--- config.mk ---
export PLATFORM = sky130hd
export DESIGN_NAME = residual_block
export DESIGN_NICKNAME = d
export VERILOG_FILES = /design/src/rtl/residual_block.sv
export SDC_FILE = /design/constraint.sdc
export NUM_CORES = 1
export LEC_CHECK = 0
export CORE_MARGIN = 2
export CORE_UTILIZATION = 52
export DETAILED_ROUTE_END_ITERATION = 16
export PLACE_DENSITY = 0.83
export SYNTH_ARGS = -nofsm -noshare
export SYNTH_HDL_FRONTEND = slang
export SYNTH_SLANG_ARGS = --single-unit
--- constraint.sdc ---
create_clock -name clk -period 4 [get_ports clk]
set_clock_uncertainty 0.1 [all_clocks]
set_input_delay 0.4 -clock clk [delete_from_list [all_inputs] [get_ports clk]]
set_output_delay 0.4 -clock clk [all_outputs]
set_load 0.005 [all_outputs]
--- src/rtl/residual_block.sv ---
// residual_block -- integer CNN residual block.
//
// A KERNEL_SIZE x KERNEL_SIZE valid convolution (main path) is added to a
// shortcut (1x1 projection summed over input channels, or identity), passed
// through ReLU, arithmetically shifted right by OUT_SHIFT, narrowed to
// DATA_WIDTH and registered. The datapath is combinational from input_tensor;
// output_tensor is a single register stage (latency 1 clock).
//
// Optional feature macro: RESIDUAL_BLOCK_SAT_EN
//   defined   : narrowed result saturates to [0, 2^(DATA_WIDTH-1)-1]
//   undefined : narrowed result keeps the low DATA_WIDTH bits (wraps)
//
// Ports
//   clk            in   1                   rising-edge clock
//   rst            in   1                   synchronous active-high reset; clears output
//   input_tensor   in   IN_SIZE*DATA_WIDTH  element i at [i*DATA_WIDTH +: DATA_WIDTH]
//   output_tensor  out  OUT_SIZE*DATA_WIDTH element o at [o*DATA_WIDTH +: DATA_WIDTH]
//
// Element layout is channel-major: idx = c*H*W + y*W + x.

module residual_block #(
  parameter int DATA_WIDTH              = 8,
  parameter int IN_CHANNELS             = 1,
  parameter int OUT_CHANNELS            = 1,
  parameter int IN_HEIGHT               = 4,
  parameter int IN_WIDTH                = 4,
  parameter int KERNEL_SIZE             = 2,
  parameter int STRIDE                  = 1,
  parameter int USE_PROJECTION_SHORTCUT = 1,
  parameter int CONV_WEIGHT             = 1,
  parameter int PROJ_WEIGHT             = 1,
  parameter int OUT_SHIFT               = 0,
  localparam int OUT_HEIGHT = (IN_HEIGHT - KERNEL_SIZE) / STRIDE + 1,
  localparam int OUT_WIDTH  = (IN_WIDTH - KERNEL_SIZE) / STRIDE + 1,
  localparam int IN_SIZE    = IN_CHANNELS * IN_HEIGHT * IN_WIDTH,
  localparam int OUT_SIZE   = OUT_CHANNELS * OUT_HEIGHT * OUT_WIDTH
) (
  input  logic                           clk,
  input  logic                           rst,
  input  logic [IN_SIZE*DATA_WIDTH-1:0]  input_tensor,
  output logic [OUT_SIZE*DATA_WIDTH-1:0] output_tensor
);

  localparam int ACC_W = 2 * DATA_WIDTH + 8;
  localparam int IN_PLANE = IN_HEIGHT * IN_WIDTH;

  localparam logic signed [ACC_W-1:0] CW      = ACC_W'(CONV_WEIGHT);
  localparam logic signed [ACC_W-1:0] PW      = ACC_W'(PROJ_WEIGHT);
  localparam logic signed [ACC_W-1:0] SAT_MAX = ACC_W'((1 << (DATA_WIDTH - 1)) - 1);

  // Identity shortcut adds in[oc] directly, so channel counts must match.
  if (USE_PROJECTION_SHORTCUT == 0 && IN_CHANNELS != OUT_CHANNELS) begin : g_bad_cfg
    $fatal(1, "residual_block: identity shortcut needs IN_CHANNELS == OUT_CHANNELS");
  end

  // Sign-extended input element at flat index idx.
  function automatic logic signed [ACC_W-1:0] elem(
    input logic [IN_SIZE*DATA_WIDTH-1:0] t,
    input int                            idx
  );
    logic signed [DATA_WIDTH-1:0] e;
    e = $signed(t[idx*DATA_WIDTH +: DATA_WIDTH]);
    return ACC_W'(e);
  endfunction

  // ReLU followed by arithmetic right shift.
  function automatic logic signed [ACC_W-1:0] relu_shift(input logic signed [ACC_W-1:0] sum);
    logic signed [ACC_W-1:0] r;
    r = (sum < 0) ? '0 : sum;
    return r >>> OUT_SHIFT;
  endfunction

  // Narrow to DATA_WIDTH. Input is never negative (post-ReLU).
  function automatic logic signed [DATA_WIDTH-1:0] narrow(input logic signed [ACC_W-1:0] s);
`ifdef RESIDUAL_BLOCK_SAT_EN
    logic signed [ACC_W-1:0] c;
    c = (s > SAT_MAX) ? SAT_MAX : s;
    return DATA_WIDTH'(c);
`else
    return DATA_WIDTH'(s);
`endif
  endfunction

  logic [OUT_SIZE*DATA_WIDTH-1:0] out_p0;
  logic [OUT_SIZE*DATA_WIDTH-1:0] out_p1;
  logic signed [ACC_W-1:0]        conv_acc;
  logic signed [ACC_W-1:0]        sc_acc;

  // Stage p0: combinational conv + shortcut + ReLU/shift/narrow
  always_comb begin
    out_p0   = '0;
    conv_acc = '0;
    sc_acc   = '0;
    for (int oc = 0; oc < OUT_CHANNELS; oc++) begin
      for (int oy = 0; oy < OUT_HEIGHT; oy++) begin
        for (int ox = 0; ox < OUT_WIDTH; ox++) begin
          conv_acc = '0;
          sc_acc   = '0;
          for (int ic = 0; ic < IN_CHANNELS; ic++) begin
            for (int ky = 0; ky < KERNEL_SIZE; ky++) begin
              for (int kx = 0; kx < KERNEL_SIZE; kx++) begin
                conv_acc = conv_acc + CW * elem(input_tensor,
                  ic*IN_PLANE + (oy*STRIDE + ky)*IN_WIDTH + (ox*STRIDE + kx));
              end
            end
            if (USE_PROJECTION_SHORTCUT != 0) begin
              sc_acc = sc_acc + PW * elem(input_tensor,
                ic*IN_PLANE + (oy*STRIDE)*IN_WIDTH + (ox*STRIDE));
            end
          end
          if (USE_PROJECTION_SHORTCUT == 0) begin
            sc_acc = elem(input_tensor, oc*IN_PLANE + (oy*STRIDE)*IN_WIDTH + (ox*STRIDE));
          end
          out_p0[((oc*OUT_HEIGHT + oy)*OUT_WIDTH + ox)*DATA_WIDTH +: DATA_WIDTH] =
            narrow(relu_shift(conv_acc + sc_acc));
        end
      end
    end
  end

  // Stage p1: output register
  always_ff @(posedge clk) begin
    if (rst) begin
      out_p1 <= '0;
    end else begin
      out_p1 <= out_p0;
    end
  end

  assign output_tensor = out_p1;

endmodule

==> results of run 1 <==
## kinds of logic (layout without fill, tap and decap cells)
kind of cell    after synthesis  count (layout)  synth area share (%)
fa+ha+maj                   252             252                 53.09
xor+xnor                     36              36                 3.773
flops                        72              72                 17.25
buf+inv                     235             469                 10.56
compound gates               76              76                 6.393
simple gates                120             120                 8.938
## cell usage in the layout, fill, tap and decap left out, drive strengths merged
master,n
a311o,5
nand2,2
a2111oi,4
inv,234
buf,18
and3b,18
nor2,14
dfxtp,72
a22oi,5
fa,171
ha,81
clkinv,2
a31oi,2
clkinvlp,1
nor2b,16
xor2,14
a21oi,36
o21ai,4
a31o,5
clkbuf,13
nand4,4
a21o,13
and3,59
nand3,7
xnor2,22
clkdlybuf4s50,201
a311oi,2
## path summary, 6_finish.rpt
check | endpoint | slack, ps
setup / recovery | output_tensor[42] | 420
hold / removal | output_tensor[64] | 770
## per-layer routing
| metal | up-vias | GRT usage, % | part of all wire [%] |
|---|---|---|---|
| met5 | - | 0 | 0 |
| met4 | 0 | 8.886 | 2.8 |
| met3 | 45 | 5.660 | 7.1 |
| met2 | 231 | 43.81 | 49 |
| met1 | 3046 | 32.63 | 41 |
| li1 | 2891 | - | - |
## report_power, final
| part | leakage (nW) | internal (mW) | switching (mW) |
|---|---|---|---|
| combinational | 4.82 | 1.56 | 1.31 |
| sequential | 0.595 | 0.990 | 0.0879 |
| clock | 0.130 | 0.435 | 0.307 |
## worst max-delay path, delay by kind of cell
family	cells	cell delay [ps]
adders and majority gates	3	1380
AOI/OAI and AO/OA	3	890
buffers and inverters	1	780
and+or+nand+nor	1	270
## layout make-up
| class | instances | share of cell area, % |
|---|---|---|
| Multi-Input combinational cell | 484 | 54.66 |
| Timing Repair Buffer | 219 | 19.45 |
| Sequential cell | 72 | 13.06 |
| Inverter | 234 | 7.957 |
| Tap cell | 216 | 2.448 |
| Clock buffer | 13 | 2.267 |
| Clock inverter | 3 | 0.1587 |
## per-stage QoR
step,cell area (um^2),power (mW)
6_report,11040,4.685
5_1_grt,11040,5.118
4_1_cts,11040,4.706
3_5_place_dp,10770,3.940
3_3_place_gp,10770,3.841
2_1_floorplan,8357,2.801
==> results.cfg, run 1 <==
[clocking]
ctsLongestPathBuffers = 2
post-cts-setup-buffer-count = 0
tritoncts.num_buffers = 9
root_buffer = clkbuf_16
clock-sinks = 72
post_cts_resized = 0
tritoncts = done
ctsHtreeMaxLevel = 3
cts.hold.buffers_added = 0
path_clk_slew_ps = 60

[power]
power_density_nw_per_um2 = 424.4
p_leak_nw = 5.546
worst_ir_drop_vdd_v = 0.0002982

[sta]
postLayoutSetupSlackWorst_ps = 424.5
max_slew_margin_pct = 55.24
maxSlewViolCount = 0
clock.fmax_mhz = 279.7
period_share_pct = 89.39
measured_slew_at_the_worst_slew_check_pin_ps = 669.4
finalWorstPathRequiredPeriod_ps = 3575
final_hold_viol_count = 0
setup_total_negative_slack_ps = 0
whs_ps = 772.7
rsz0062_at_grt = false
finalSetupViolCount = 0

[cells_and_area]
largest_register_ffs = 72
drive_gt1_share_pct = 4.098
layout.filler_cells = 1222
area_delta_synth_final_pct = 32.09
fin_cells = 1241
count_of_inserted_antenna_diode_cells = 0
nets = 1402
seq_area_um2 = 1441
area_taken_by_multi_input_logic_gates_um2 = 6033
fin_util_pct = 69.99

[worst_setup_path]
cpMaxStageDelayCell = clkdlybuf4s50_1
timing.critical_path.from = input_tensor[87]
critical-path-max-stage-delay_ps = 780
start_kind = input pin
setup.worst_path.end_class = register
critPathArrivalTime_ps = 3710
critical_path.max_fanout = 8
worst-setup-path-type = in -> reg
critPathRequiredTime_ps = 4140
cp_cell_sequence = clkdlybuf4s50_1, fa_1, fa_1, ha_1, a21o_1, a2111oi_0, o21ai_1, and3_1
path_common_cell = fa_1

[floorplanning]
floorplan.die.height_um = 130.8
die_area_um2 = 17100
rows = 46
initial_core_util_pct = 52.99
coreArea_um2 = 15770
floorplan.die.width_um = 130.8
pin_count = 202

[place]
place_congestion = 0.8745
placed_cells = 1225
port-buffer-count = 201
dp_slack_ps = 159.1
dp.final_hpwl_um = 17630

[min_path]
min_from = input_tensor[120]
hold_depth = 4
hold_path.class = in -> reg

[detailed_routing]
detailedRoute.firstPassIterationCount = 5
dr_total_vias = 6213
remaining_drc_errors = 0
avgViaCountPerCell = 5.006
route.final.wire_length_um = 20300
dr_wl_cell_um = 16.35
first_iter_violations = 275
detail-route-antenna-nets = 0

[global_routing]
number_of_global_route_vias_before_repair = 6586
grt_antenna_before_repair = 0
tot_gr_track_use_pct = 25.70
grt_max_degree = 12
overflow = 0
global_route_wire_length_before_repair_um = 32410

[synth]
yosysSeqAreaShare_pct = 17.25
cell_area_after_synthesis_um2 = 8357
synth_flop_type = dfxtp_1
yosys-top-cells-area = fa_1, dfxtp_1, ha_1
netlist_top_cells_count = inv_1, fa_1, ha_1
syn_inst = 791
syn-mean-instance-area_um2 = 10.56
synth_most_common_cell = inv_1
post-synth-top-area-cell = fa_1
postSynthRegisterBits = 72
synth_nets = 1173
synthesis_warnings = 0
synthDominantCellAreaShare_pct = 40.96
yosys.cell_types.count = 26
synthArstFlopShare_pct = 0
synth-edff-count = 0

[status]
status = completed

[flow_run]
max_cap_viols = 0
Note: power is estimated with default switching activity, not from simulation.
==> inputs of run 2 (changes only) <==
CORE_UTILIZATION = 40   (was 52)
PLACE_DENSITY = 0.67   (was 0.83)
==> results.cfg, run 2 (synthesis gave the netlist of run 1 again) <==
[floorplanning]
coreArea_um2 = 20360
pin_count = 202
die_area_um2 = 22060
floorplan.die.width_um = 148.5
rows = 52
initial_core_util_pct = 41.04
floorplan.die.height_um = 148.5

[worst_setup_path]
critPathTopFamily = adder cells
setup.worst_path.end_class = register
timing.critical_path.buf_inv = 3
start_kind = input pin
timing.critical_path.from = input_tensor[74]
cp_cell_sequence = clkdlybuf4s50_1, inv_1, fa_1, fa_1, inv_1, ha_1, a21oi_1, nor2b_1, a311oi_2, o21ai_1, and3b_1
critical_path.max_fanout = 8
worst-setup-path-type = in -> reg
critPathArrivalTime_ps = 3640
cpMaxStageDelayCell = fa_1
critical-path-max-stage-delay_ps = 550
critPathRequiredTime_ps = 4140

[power]
power_density_nw_per_um2 = 428.4
total_power_draw_mw = 4.766
worst_ir_drop_vdd_v = 0.0002601
p_leak_nw = 5.546

[min_path]
hold_path.class = in -> reg
min_from = input_tensor[120]

[status]
status = completed

[flow_run]
max_cap_viols = 0

[sta]
period_share_pct = 87.41
clock.fmax_mhz = 286.0
finalSetupViolCount = 0
postLayoutSetupSlackWorst_ps = 503.7
measured_slew_at_the_worst_slew_check_pin_ps = 743.0
setup_total_negative_slack_ps = 0
maxSlewViolCount = 0
final_hold_viol_count = 0
max_slew_margin_pct = 50.31
finalWorstPathRequiredPeriod_ps = 3496
rsz0062_at_grt = false

[global_routing]
grt_antenna_before_repair = 0
grt_max_degree = 13
overflow = 0
global_route_wire_length_before_repair_um = 33580
tot_gr_track_use_pct = 20.28
number_of_global_route_vias_before_repair = 6423

[clocking]
tritoncts.num_buffers = 9
ctsLongestPathBuffers = 2
root_buffer = clkbuf_16
path_clk_slew_ps = 60
post-cts-setup-buffer-count = 0
cts.hold.buffers_added = 0
tritoncts = done
post_cts_resized = 0
clock-sinks = 72
ctsHtreeMaxLevel = 3

[cells_and_area]
final_common_cell = inv_1
fin_cells = 1293
nets = 1400
area_delta_synth_final_pct = 33.10
count_of_inserted_antenna_diode_cells = 0
largest_register_ffs = 72
most-common-layout-cells = inv_1, clkdlybuf4s50_1, fa_1
layout.filler_cells = 1804
drive_gt1_share_pct = 4.008

[detailed_routing]
dr_total_vias = 6053
detail-route-antenna-nets = 0
route.final.wire_length_um = 21190
first_iter_violations = 180
remaining_drc_errors = 0
detailedRoute.firstPassIterationCount = 4
avgViaCountPerCell = 4.681
dr_wl_cell_um = 16.39

[place]
dp.final_hpwl_um = 18500
placed_cells = 1277
port-buffer-count = 201
dp_slack_ps = 153.4
place_congestion = 0.8496
-- run 2: cell count changes in the layout (fill, tap and decap cells not counted) --
cell,before,now
clkinv_2,2,0
bufinv_16,0,1
clkinv_4,0,1
clkinvlp_4,1,2
buf_4,18,16
clkbuf_1,3,2
-- run 2: cell type report --
class / instances / area, um^2 / area share [%]
Clock buffer: 12 / 246.5 / 2.216
Multi-Input combinational cell: 484 / 6033 / 54.24
Sequential cell: 72 / 1441 / 12.96
Tap cell: 270 / 337.8 / 3.037
Inverter: 234 / 878.3 / 7.896
Clock inverter: 4 / 53.80 / 0.4837
Timing Repair Buffer: 217 / 2132 / 19.17
-- run 2: per-layer routing --
layer / global-route usage [%] / up-vias / part of all wire (%)
met4: 4.857 / 0 / 1.4
li1: - / 2892 / -
met2: 33.01 / 180 / 47
met5: 0 / - / 0
met3: 3.742 / 19 / 6.6
met1: 28.32 / 2962 / 45
-- run 2: worst min-delay path: stages --
cell,delay (ps)
clkdlybuf4s50_1,400
inv_1,60
fa_1,160
and3b_1,170
-- run 2: where the power goes --
part           switching (mW)  total [mW]  leakage, nW  internal [mW]
combinational            1.30        2.85         4.81           1.55
sequential             0.0928        1.08        0.595          0.990
clock                   0.331       0.832        0.139          0.502
total                    1.72        4.77         5.55           3.04
-- run 2: worst paths after layout --
path / end / slack, ps / cells past startpoint
setup / recovery: output_tensor[57] / 500 / 11
hold / removal: output_tensor[64] / 790 / 4
-- run 2: stage by stage --
step                      hold slack (ps)  instance area, um^2  utilization [%]
after global routing                819.2                11120            54.62
after detailed placement             1001                10820            53.15
after CTS                           784.2                11120            54.62
after floorplan                     584.2                 8357                -
final                               793.8                11120            54.62
after global placement               1002                10820            53.15
==> inputs of run 3 (changes only) <==
CELL_PAD_IN_SITES_DETAIL_PLACEMENT = 1   (was default)
CELL_PAD_IN_SITES_GLOBAL_PLACEMENT = 2   (was default)
CORE_MARGIN = default   (was 2)
CORE_UTILIZATION = 32   (was 40)
PLACE_DENSITY = default   (was 0.67)
PLACE_DENSITY_LB_ADDON = 0.1   (was default)
==> results.cfg, run 3 (synthesis gave the netlist of run 1 again) <==
[sta]
finalWorstPathRequiredPeriod_ps = 3581
clock.fmax_mhz = 279.2
final_hold_viol_count = 0
rsz0062_at_grt = false
measured_slew_at_the_worst_slew_check_pin_ps = 857.7
max_slew_margin_pct = 42.64
setup_total_negative_slack_ps = 0
maxSlewViolCount = 0
postLayoutSetupSlackWorst_ps = 418.6
finalSetupViolCount = 0
period_share_pct = 89.54

[clocking]
cts.hold.buffers_added = 0
path_clk_slew_ps = 60
root_buffer = clkbuf_16
ctsHtreeMaxLevel = 3
post-cts-setup-buffer-count = 0
post_cts_resized = 0
clock-sinks = 72
tritoncts.num_buffers = 9
ctsLongestPathBuffers = 2
tritoncts = done

[cells_and_area]
largest_register_ffs = 72
seq_area_um2 = 1441
area_delta_synth_final_pct = 34.30
area_taken_by_multi_input_logic_gates_um2 = 6033
drive_gt1_share_pct = 4.203
nets = 1402
most-common-layout-cells = inv_1, clkdlybuf4s50_1, fa_1
layout.filler_cells = 2837
final_common_cell = inv_1
count_of_inserted_antenna_diode_cells = 0

[floorplanning]
floorplan.die.height_um = 163.6
pin_count = 202
initial_core_util_pct = 32.90
floorplan.die.width_um = 163.6
coreArea_um2 = 25400
die_area_um2 = 26770
rows = 58

[flow_run]
max_cap_viols = 0

[worst_setup_path]
setup.worst_path.end_class = register
critical_path.max_fanout = 8
critPathArrivalTime_ps = 3730
critPathRequiredTime_ps = 4140
worst-setup-path-type = in -> reg
start_kind = input pin

[global_routing]
tot_gr_track_use_pct = 19.09
global_route_wire_length_before_repair_um = 37230
grt_antenna_before_repair = 0
overflow = 0
number_of_global_route_vias_before_repair = 6853
grt_max_degree = 13

[detailed_routing]
first_iter_violations = 181
detail-route-antenna-nets = 0
route.final.wire_length_um = 23600
dr_total_vias = 6015
dr_wl_cell_um = 17.44
detailedRoute.firstPassIterationCount = 4
remaining_drc_errors = 0
avgViaCountPerCell = 4.446

[place]
dp_slack_ps = 70.80
place_congestion = 0.7795
port-buffer-count = 201
dp.final_hpwl_um = 20750

[status]
status = completed

[min_path]
hold_path.class = in -> reg

[power]
power_density_nw_per_um2 = 426.0
worst_ir_drop_vdd_v = 0.0001918
p_leak_nw = 5.563
-- run 3: cell types whose count changed in the layout (fill, tap and decap cells not counted) --
cell | previous run | this run
clkbuf_1 | 2 | 0
clkbuf_8 | 1 | 0
clkinv_2 | 0 | 1
clkinv_4 | 1 | 2
clkinvlp_4 | 2 | 1
buf_12 | 0 | 2
-- run 3: per-stage QoR --
| step | power (mW) | utilization, % | instance area (um^2) | cells | hold WS (ps) |
|---|---|---|---|---|---|
| floorplan | 2.801 | - | 8357 | 791 | 584.2 |
| global placement | 3.977 | 43.06 | 10940 | 1339 | 1001 |
| detailed placement | 4.019 | 43.06 | 10940 | 1339 | 999.8 |
| CTS | 4.884 | 44.19 | 11220 | 1353 | 765.7 |
| global route | 5.267 | 44.19 | 11220 | 1353 | 778.6 |
| finish | 4.781 | 44.19 | 11220 | 1353 | 772.2 |
-- run 3: path summary, 6_finish.rpt --
path / from / to / slack, ps / depth (start not counted)
worst max-delay path: input_tensor[87] / output_tensor[59] / 420 / 8
worst min-delay path: input_tensor[120] / output_tensor[64] / 770 / 4
-- run 3: report_power, final --
| part | total (mW) | switching [mW] | leakage [nW] | internal (mW) |
|---|---|---|---|---|
| combinational | 2.88 | 1.33 | 4.83 | 1.56 |
| clock | 0.823 | 0.345 | 0.137 | 0.477 |
| sequential | 1.08 | 0.0864 | 0.595 | 0.989 |
| total | 4.78 | 1.76 | 5.56 | 3.02 |
-- run 3: cell type report --
type                    instances  share of cell area [%]
inverters                     234                   7.826
repair buffers                219                   19.35
multi-input cells             484                   53.76
well taps                     330                   3.679
clock inverters                 5                  0.5351
clock buffers                   9                   2.007
flip-flops and latches         72                   12.84
-- run 3: layer usage --
metal	global-route usage (%)	up-vias	share of wire, %
met5	0	-	0
met4	3.788	0	0.83
met3	3.073	12	3.9
met2	34.21	122	52
met1	24.10	2989	43
li1	-	2892	-
-- run 3: worst max-delay path, cell delays in order --
cell and delay [ps]:
clkdlybuf4s50_1 760, fa_1 560, fa_1 480, ha_1 330, a21o_1 160, a2111oi_0 470
o21ai_1 320, and3_1 250
